--- config.mk ---
export PLATFORM = sky130hd
export DESIGN_NAME = serial_add_ctrl
export DESIGN_NICKNAME = d
export VERILOG_FILES = /design/src/rtl/serial_add_pkg.sv /design/src/rtl/serial_fa_cell.sv /design/src/rtl/serial_add_ctrl.sv
export SDC_FILE = /design/constraint.sdc
export NUM_CORES = 1
export LEC_CHECK = 0
export BUFFER_PORTS_ARGS = -buffer_cell sky130_fd_sc_hd__buf_2
export CAP_MARGIN = 0
export CELL_PAD_IN_SITES_DETAIL_PLACEMENT = 0
export CELL_PAD_IN_SITES_GLOBAL_PLACEMENT = 2
export CORE_MARGIN = 5
export CORE_UTILIZATION = 35
export DETAILED_ROUTE_END_ITERATION = 8
export PLACE_DENSITY_LB_ADDON = 0.05
export SYNTH_ARGS = -nofsm -noshare
export SYNTH_HDL_FRONTEND = slang
export SYNTH_SLANG_ARGS = --single-unit
--- constraint.sdc ---
create_clock -name clk -period 2.4 [get_ports clk]
set_clock_uncertainty 0.1 [all_clocks]
set_input_delay 0.36 -clock clk [delete_from_list [all_inputs] [get_ports clk]]
set_output_delay 0.36 -clock clk [all_outputs]
set_load 0.01 [all_outputs]
--- src/rtl/serial_add_pkg.sv ---
// Shared types and defaults for the bit-serial adder/subtractor controller.
package serial_add_pkg;

  localparam int WIDTH_DEF = 8;

  typedef enum logic [2:0] {
    IDLE,
    LOAD,
    SHIFT,
    LAST,
    DONE
  } state_t;

endpackage

--- src/rtl/serial_fa_cell.sv ---
// One-bit serial full adder with its carry flop and MSB carry-in capture.
module serial_fa_cell (
  input  logic clk,
  input  logic rst,
  input  logic a,
  input  logic b,
  input  logic clr,
  input  logic set,
  input  logic en,
  input  logic cap,
  output logic s,
  output logic co,
  output logic c_msb
);

  logic c;

  assign s  = a ^ b ^ c;
  assign co = (a & b) | (a & c) | (b & c);

  always_ff @(posedge clk or posedge rst) begin
    if (rst)      c <= 1'b0;
    else if (clr) c <= 1'b0;
    else if (set) c <= 1'b1;
    else if (en)  c <= co;
  end

  // carry into the MSB, kept for the signed-overflow flag
  always_ff @(posedge clk or posedge rst) begin
    if (rst)      c_msb <= 1'b0;
    else if (cap) c_msb <= c;
  end

endmodule

--- src/rtl/serial_add_ctrl.sv ---
// Bit-serial add (and subtract when SERIAL_ADD_SUB_EN is defined) controller driving two PISO registers.
// state | meaning
// IDLE  | waiting for start
// LOAD  | ld strobe to both PISOs; clear counter, sum register and carry
// SHIFT | WIDTH cycles of sh_en; serial bits arrive one cycle after each
// LAST  | consume the MSB, no shift
// DONE  | one-cycle done pulse with result held on sum/cout/ovf
module serial_add_ctrl
  import serial_add_pkg::*;
#(
  parameter int WIDTH = WIDTH_DEF
) (
  input  logic             clk,
  input  logic             rst,
  input  logic             start,
`ifdef SERIAL_ADD_SUB_EN
  input  logic             sub,
`endif
  input  logic             a_bit,
  input  logic             b_bit,
  output logic             ld,
  output logic             sh_en,
  output logic             busy,
  output logic             done,
  output logic [WIDTH-1:0] sum,
  output logic             cout,
  output logic             ovf
);

  localparam int CW = $clog2(WIDTH);

  state_t          state;
  logic [CW-1:0]   cnt;
  logic [WIDTH-1:0] sum_sr;
  logic            bit_valid;
  logic            sub_q;
  logic            s, co, c_msb;

`ifdef SERIAL_ADD_SUB_EN
  always_ff @(posedge clk or posedge rst) begin
    if (rst)                          sub_q <= 1'b0;
    else if (state == IDLE && start)  sub_q <= sub;
  end
`else
  assign sub_q = 1'b0;
`endif

  serial_fa_cell u_fa (
    .clk   (clk),
    .rst   (rst),
    .a     (a_bit),
    .b     (b_bit ^ sub_q),
    .clr   ((state == LOAD) && !sub_q),
    .set   ((state == LOAD) && sub_q),
    .en    (bit_valid),
    .cap   (state == LAST),
    .s     (s),
    .co    (co),
    .c_msb (c_msb)
  );

  always_ff @(posedge clk or posedge rst) begin
    if (rst) begin
      state <= IDLE;
      cnt   <= '0;
      ld    <= 1'b0;
      sh_en <= 1'b0;
      busy  <= 1'b0;
      done  <= 1'b0;
    end else begin
      case (state)
        IDLE: if (start) begin
          state <= LOAD;
          ld    <= 1'b1;
          busy  <= 1'b1;
        end
        LOAD: begin
          state <= SHIFT;
          ld    <= 1'b0;
          sh_en <= 1'b1;
          cnt   <= '0;
        end
        SHIFT: begin
          cnt <= cnt + CW'(1);
          if (cnt == CW'(WIDTH - 1)) begin
            state <= LAST;
            sh_en <= 1'b0;
          end
        end
        LAST: begin
          state <= DONE;
          done  <= 1'b1;
        end
        DONE: begin
          state <= IDLE;
          done  <= 1'b0;
          busy  <= 1'b0;
        end
        default: state <= IDLE;
      endcase
    end
  end

  // PISO outputs lag sh_en by one edge, so the adder works one cycle behind it
  always_ff @(posedge clk or posedge rst) begin
    if (rst) begin
      bit_valid <= 1'b0;
      sum_sr    <= '0;
      sum       <= '0;
      cout      <= 1'b0;
    end else begin
      bit_valid <= sh_en;
      if (state == LOAD)  sum_sr <= '0;
      else if (bit_valid) sum_sr <= {s, sum_sr[WIDTH-1:1]};
      if (state == LAST) begin
        sum  <= {s, sum_sr[WIDTH-1:1]};
        cout <= co;
      end
    end
  end

  assign ovf = c_msb ^ cout;

endmodule

==> flow_metrics.tcl, run 1 <==
set metrics [dict create \
    status "completed" \
    cts_buffer_depth 2 \
    coreArea_sq_um 3630 \
    cp_max_fo 16 \
    core.rowCount 22 \
    stdcell_area_sq_um 1540 \
    clockRootBuffer "clkbuf_8" \
    drt_iter0_drc 33 \
    gr-usage-met2 0.158 \
    ios 19 \
    synthCells 95 \
    grt_max_degree 30 \
    antenna_found_initial 0 \
    clkSlewWorstSetupHoldPaths_ps 60 \
    setup_viol 0 \
    worstPathCellList "nand3b_2 > mux2_4" \
    p_leak_nw 0.822 \
    min_period_ps 1730 \
    path_class "register to register" \
    initial_core_util 0.359 \
    synth_edf_count 0 \
    fin_ws_ps 665 \
    die_w_microns 71.1 \
    crit_required_ps 2460 \
    synth-seq-area-share 0.556 \
    firstDrtPassIters 3 \
    dpl.hpwl_microns 1460 \
    avgSynthCellArea_sq_um 13.7 \
    max_freq_mhz 577 \
    ctsHoldBuffers 0 \
    layout-area-overhead-vs-synth_pct 18.2 \
    wl_per_cell_microns 13.3 \
    antennaDiodeCount 0 \
    route.detailed.drc 0 \
    yosys_warnings 0 \
    rsz0062_at_grt "false" \
    power_density_nw_per_um2 1370 \
    post_cts_resized 0 \
    dieHeight_microns 71.1 \
    end_kind "register" \
    avgViaCountPerCell 4.73 \
    relSlewSlack 0.663 \
    wl_microns 2200 \
    place_congestion 0.716 \
    synth-seq-cells 29 \
    start_kind "register" \
    cts_buffers 5 \
    io_buffers 18 \
    syn_area_sq_um 1310 \
    final_antenna_net_count 0 \
    layout.nets 124 \
    final_layout_size_suffix_gt1_frac 0.333 \
    finalHoldViolCount 0 \
    use_met3 0.0483 \
    cpPeakStageDelay_ps 660 \
    synth_nets 103 \
    cts.sinks 29 \
    ir_drop_uv 409 \
    dieArea_sq_um 5050 \
    max_cap_violations 0 \
    fin_tns_setup_ps 0 \
    met1_usage 0.116 \
    dpl_cell_area_sq_um 1430 \
    vias 781 \
    grt_pass1_wl_microns 3860 \
    grt_pass1_vias 814 \
    synth_cell_types 27 \
    tightest_slew_ps 505 \
    cpMaxStageDelayCell "dfrtp_1" \
    gr-max-usage-layer "met2" \
    cts_setup_buffers 0 \
    period_share 0.723 \
    min_path_type "input port to async pin" \
    place_ws_ps 631 \
    synth_ff_type "dfrtp_1" \
    worstPathArrival_ps 1790 \
    clk_latency_ps 280 \
    ys_async_sr_fraction 1.00 \
    drv_slew 0 \
    cts_tree "built" \
    grt_overflow 0 \
    cts_max_level 2 \
    grtUsageTotal 0.101 \
]
cell usage after synthesis (2+ instances only):
master	number	area share
dfrtp_1	29	0.56
nor2_1	10	0.029
mux2_4	9	0.10
mux2i_1	9	0.069
a211o_1	4	0.027
nor3b_1	4	0.023
buf_4	3	0.017
inv_1	3	0.0086
a21oi_1	2	0.0077
buf_2	2	0.0077
ha_1	2	0.019
nor4bb_1	2	0.015
o21ai_0	2	0.0077
layout by cell type, fill, tap and decap left out, types with 2 or more instances in the layout:
cell type / instances
mux2_4: 9
o21ai_0: 2
clkbuf_8: 6
buf_4: 2
ha_1: 2
mux2i_1: 9
buf_2: 18
nor2_1: 10
nor3b_1: 4
inv_1: 3
nor4bb_1: 2
dfrtp_1: 29
a211o_1: 4
a21oi_1: 2
report_power, final:
group / total (mW) / switching [mW] / internal [mW] / leakage (nW)
Combinational: 0.723 / 0.311 / 0.412 / 0.414
Clock: 0.517 / 0.179 / 0.338 / 0.0585
Sequential: 0.875 / 0.177 / 0.697 / 0.350
Total: 2.11 / 0.667 / 1.45 / 0.822
sequential cells by signal (all words and copies together), names as in the netlist:
signal      cells
u_fa.c          1
sum_sr          7
sh_en           1
done            1
cout            1
busy            1
u_fa.c_msb      1
bit_valid       1
state           3
cnt             3
ld              1
sum             8
metal layers:
metal / vias to the layer above / share of wire
met5: - / 0
met3: 2 / 0.046
li1: 376 / -
met4: 0 / 0.0041
met1: 389 / 0.47
met2: 14 / 0.48
logic make-up after synthesis:
family                   count (synthesis)  share of synthesized area
AO/OA/AOI/OAI                           10                     0.0547
XOR/XNOR                                 2                     0.0134
adder cells (fa/ha/maj)                  3                     0.0345
buffers and inverters                    9                     0.0422
flip-flops                              29                      0.556
multiplexers                            19                      0.181
AND/OR/NAND/NOR                         23                      0.118
metrics by stage:
step	hold WS (ps)	instances	total power, mW	utilization
final	43.2	165	2.11	0.425
after global placement	319	157	1.61	0.393
after CTS	48.9	165	2.16	0.425
after global routing	68.7	165	2.29	0.425
after detailed placement	321	157	1.63	0.393
after floorplan	338	95	1.44	-
path summary, 6_finish.rpt:
kind                       startpoint         end  slack, ps  cells after the start
setup / recovery             state[0]      sum[1]        670                      2
hold reg to reg                 sh_en   bit_valid        330                      0
setup reg to reg             state[0]      sum[1]        670                      2
min in group clk                start    state[0]        300                      3
hold / removal                    rst          ld         40                      3
max in group asynchronous         rst  u_fa.c_msb       1880                      3
area by class of cell:
class / count / area (sq um)
clock buffers: 7 / 86.3
clock inverters: 1 / 30.0
fillers: 368 / 2090
inverters: 3 / 11.3
multi-input cells: 57 / 524
flip-flops and latches: 29 / 726
well taps: 48 / 60.1
repair buffers: 20 / 105
worst max-delay path: cells and delay by family (launching register included):
kind	cells	cell delay [ps]
flip-flops	1	660
multiplexers	1	420
AND/OR/NAND/NOR	1	440
(Power assumes the default switching activity.)
==> run 2: changes to the inputs <==
- clock period: 2.4 -> 1.65 ns (I/O delays scaled with it)
==> run 2 against run 1 <==
  * Total power increased by 42%
  * First-iteration DRC count is 67% lower
  * Setup slack worse by 490 ps
  * Critical path type unchanged
  * Largest power group unchanged
  * Highest routed layer unchanged
==> flow_metrics.tcl, run 2 (synthesis gave the netlist of run 1 again) <==
set metrics [dict create \
    status "completed" \
    final_layout_size_suffix_gt1_frac 0.361 \
    cts_tree "built" \
    clk_latency_ps 270 \
    wl_microns 2220 \
    final_antenna_net_count 0 \
    p_total_mw 3.01 \
    cts_buffer_depth 2 \
    p_leak_nw 0.844 \
    io_buffers 18 \
    power_density_nw_per_um2 1920 \
    die_w_microns 71.1 \
    path_buf_inv 0 \
    r2r_slack_ps 180 \
    cp_common_cell "ha_1" \
    tightest_slew_ps 425 \
    place_congestion 0.729 \
    max_cap_violations 0 \
    min_path_type "input port to register" \
    relSlewSlack 0.717 \
    setup_viol 0 \
    crit_family "adder cells" \
    drt_iter0_drc 11 \
    grt_max_degree 30 \
    initial_core_util 0.359 \
    firstDrtPassIters 3 \
    worstPathArrival_ps 1530 \
    cts_buffers 5 \
    dieHeight_microns 71.1 \
    vias 784 \
    avgViaCountPerCell 4.61 \
    cts.sinks 29 \
    dpl_cell_area_sq_um 1460 \
    max_freq_mhz 680 \
    largest-register "sum" \
    grt_pass1_vias 811 \
    crit_required_ps 1710 \
    clkSlewWorstSetupHoldPaths_ps 60 \
    antennaDiodeCount 0 \
    ir_drop_uv 565 \
    grtUsageTotal 0.102 \
    cts_max_level 2 \
    coreArea_sq_um 3630 \
    mostFrequentLayoutCells "29 x dfrtp_1, 18 x buf_2, 10 x nor2_1" \
    period_share 0.891 \
    post-route-util 0.431 \
    layout.nets 129 \
    grt_pass1_wl_microns 4000 \
    grt_overflow 0 \
    route.detailed.drc 0 \
    cpMaxStageDelayCell "dfrtp_1" \
    worstPathCellList "ha_1 > ha_1 > nor4bb_1 > a211o_1" \
    top_regs "sum (8), sum_sr (7)" \
    cpPeakStageDelay_ps 410 \
    post_cts_resized 0 \
    dpl.hpwl_microns 1460 \
    cp_max_fo 4 \
    antenna_found_initial 0 \
    ios 19 \
    start_kind "register" \
    drv_slew 0 \
    final_common_cell "dfrtp_1" \
    path_class "register to register" \
    finalHoldViolCount 0 \
    wl_per_cell_microns 13.1 \
    core.rowCount 22 \
    stdcell_area_sq_um 1570 \
    timing.hold.ws_ps 199 \
    fin_tns_setup_ps 0 \
    clockRootBuffer "clkbuf_8" \
    dieArea_sq_um 5050 \
    layout-area-overhead-vs-synth_pct 20.1 \
    end_kind "register" \
    min_period_ps 1470 \
    largest_reg_flops 8 \
    rsz0062_at_grt "false" \
]
[run 2: changes by cell type in the layout (fill, tap and decap cells not counted)]
cell,previous run,this run
buf_4,2,6
bufinv_16,1,0
clkbuf_1,1,0
clkbuf_8,6,7
clkinv_2,0,1
dlygate4sd3_1,0,1
[run 2: power by group]
| group | switching [mW] | internal (mW) | leakage [nW] |
|---|---|---|---|
| registers | 0.199 | 1.02 | 0.350 |
| logic | 0.518 | 0.639 | 0.439 |
| clock network | 0.262 | 0.376 | 0.0542 |
[run 2: final cells by class]
| cell class | count | area [sq um] |
|---|---|---|
| repair buffers | 25 | 145 |
| flip-flops and latches | 29 | 726 |
| multi-input cells | 57 | 524 |
| inverters | 3 | 11.3 |
| fillers | 380 | 2070 |
| clock inverters | 1 | 5.00 |
| well taps | 48 | 60.1 |
| clock buffers | 7 | 96.3 |
[run 2: per-stage QoR]
stage | instances | worst slack (ps)
floorplan | 95 | 232
global route | 170 | 106
CTS | 170 | 159
finish | 170 | 180
global placement | 161 | 192
detailed placement | 161 | 182
[run 2: worst register-to-register path, delay by kind of cell, from the launching register on]
| kind | cells | cell delay [ps] |
|---|---|---|
| and+or+nand+nor | 1 | 120 |
| AOI/OAI and AO/OA | 1 | 260 |
| adders and majority gates | 2 | 480 |
| DFF | 1 | 410 |
[run 2: layer usage]
layer	share of wire	global-route usage	up-vias
met3	0.057	0.0483	6
met4	0.019	0.0438	0
met1	0.46	0.125	381
li1	-	-	382
met5	0	0	-
met2	0.46	0.153	15
[run 2: final timing paths]
| path | from | cells after the start | endpoint |
|---|---|---|---|
| hold / removal | start | 3 | state[0] |
| max in group asynchronous | rst | 4 | state[1] |
| setup reg to reg | cnt[0] | 4 | cnt[2] |
| hold reg to reg | sh_en | 0 | bit_valid |
| min in group asynchronous | rst | 4 | ld |
| setup / recovery | cnt[0] | 4 | cnt[2] |
[run 2: repair_timing]
item | CTS | global route
setup buffers | 0 | 0
hold buffers | 1 | 0
endpoints found under the hold margin | 29 | 0
==> run 3: changes to the inputs <==
- CORE_ASPECT_RATIO: unset -> 0.8
==> run 3 against run 2 <==
  * Sequential power is essentially flat
  * Combinational power is essentially flat
  * Critical path depth is the same
  * Sequential share of layout area grew 0.79 points
  * Flip-flop and latch count is the same
  * Largest cell class unchanged
  * Largest power group unchanged
==> flow_metrics.tcl, run 3 (synthesis gave the netlist of run 1 again) <==
set metrics [dict create \
    finalHoldViolCount 0 \
    clkSlewWorstSetupHoldPaths_ps 60 \
    place_congestion 0.639 \
    final_layout_size_suffix_gt1_frac 0.352 \
    cp_max_fo 4 \
    reg2reg_depth 4 \
    relSlewSlack 0.699 \
    mostFrequentLayoutCells "29 x dfrtp_1, 18 x buf_2, 10 x nor2_1" \
    rsz0062_at_grt "false" \
    clockRootBuffer "clkbuf_8" \
    fin_cells 164 \
    p_leak_nw 0.834 \
    min_period_ps 1490 \
    largest-register "sum" \
    tightest_slew_ps 452 \
    n_fill_cell 352 \
    final_antenna_net_count 0 \
    layout.nets 129 \
    grt_overflow 0 \
    clk_latency_ps 280 \
    grt_pass1_vias 809 \
    grtUsageTotal 0.109 \
    grt_max_degree 30 \
    max_cap_violations 0 \
    die_w_microns 78.3 \
    io_buffers 18 \
    period_share 0.901 \
    cts.sinks 29 \
    layout-area-overhead-vs-synth_pct 18.1 \
    power_density_nw_per_um2 1910 \
    dieHeight_microns 64.6 \
    crit_required_ps 1720 \
    cp-startpoint "cnt[0]" \
    r2r_end "cnt[2]" \
    wl_per_cell_microns 14.3 \
    worstPathArrival_ps 1550 \
    cts_max_level 2 \
    drt_iter0_drc 34 \
    end_kind "register" \
    cts_tree "built" \
    cts_buffers 5 \
    regArea_sq_um 726 \
    reg2reg_from "cnt[0]" \
    ir_drop_uv 654 \
    largest_reg_flops 8 \
    avgViaCountPerCell 4.82 \
    cts_buffer_depth 2 \
    crit_end "cnt[2]" \
    grt_pass1_wl_microns 4080 \
    fin_tns_setup_ps 0 \
    vias 791 \
    initial_core_util 0.371 \
    route.detailed.drc 0 \
    path_class "register to register" \
    coreArea_sq_um 3520 \
    final_common_cell "dfrtp_1" \
    cts_setup_buffers 0 \
    post_cts_resized 0 \
    r2r_slack_ps 160 \
    ctsHoldBuffers 1 \
    ios 19 \
    drv_slew 0 \
    dpl.hpwl_microns 1550 \
    top_regs "sum (8), sum_sr (7)" \
    status "completed" \
    start_kind "register" \
    setup_viol 0 \
    multi_input_area_sq_um 524 \
    dieArea_sq_um 5060 \
    core.rowCount 19 \
    min_path_type "input port to register" \
    timing.hold.ws_ps 197 \
    firstDrtPassIters 4 \
    max_freq_mhz 673 \
    antenna_found_initial 0 \
    antennaDiodeCount 0 \
    dpl.cell_count 155 \
    wl_microns 2350 \
]
==> run 3: cell types whose count changed in the layout (fill, tap and decap cells not counted), sizes merged <==
cell / before / now
clkbuf: 7 / 6
clkinv: 1 / 2
==> run 3: final cells by class <==
type,instances,area share
clock buffers,6,0.0471
multi-input cells,57,0.340
repair buffers,25,0.0942
flip-flops and latches,29,0.471
inverters,3,0.00731
well taps,42,0.0341
clock inverters,2,0.00649
==> run 3: worst min-delay path by stage <==
stage,start,end,cells after the start
after global placement,rst,done,3
after CTS,start,state[0],3
final,start,state[0],3
after detailed placement,rst,done,3
after floorplan,rst,bit_valid,1
after global routing,start,state[0],3
==> run 3: report_power, final <==
group	internal, mW	switching, mW
Combinational	0.641	0.522
Sequential	1.02	0.223
Clock	0.291	0.258
Total	1.95	1.00
==> run 3: routing by layer <==
| metal | routed length, microns | vias to the layer above | global-route usage |
|---|---|---|---|
| met5 | 0 | - | 0 |
| li1 | - | 387 | - |
| met2 | 925 | 20 | 0.144 |
| met3 | 186 | 4 | 0.0623 |
| met1 | 1190 | 380 | 0.142 |
| met4 | 43 | 0 | 0.0524 |
==> run 3: through the flow <==
step	util	power, mW	cell area, sq um	setup slack (ps)
after floorplan	-	2.09	1310	232
after global placement	0.412	2.41	1450	198
after detailed placement	0.412	2.43	1450	174
after CTS	0.438	3.00	1540	156
after global routing	0.438	3.21	1540	106
final	0.438	2.95	1540	164
==> run 3: worst max-delay path, cell delays in order, from the launching register on <==
cell	delay (ps)
dfrtp_1	410
ha_1	220
ha_1	260
nor4bb_1	130
a211o_1	260
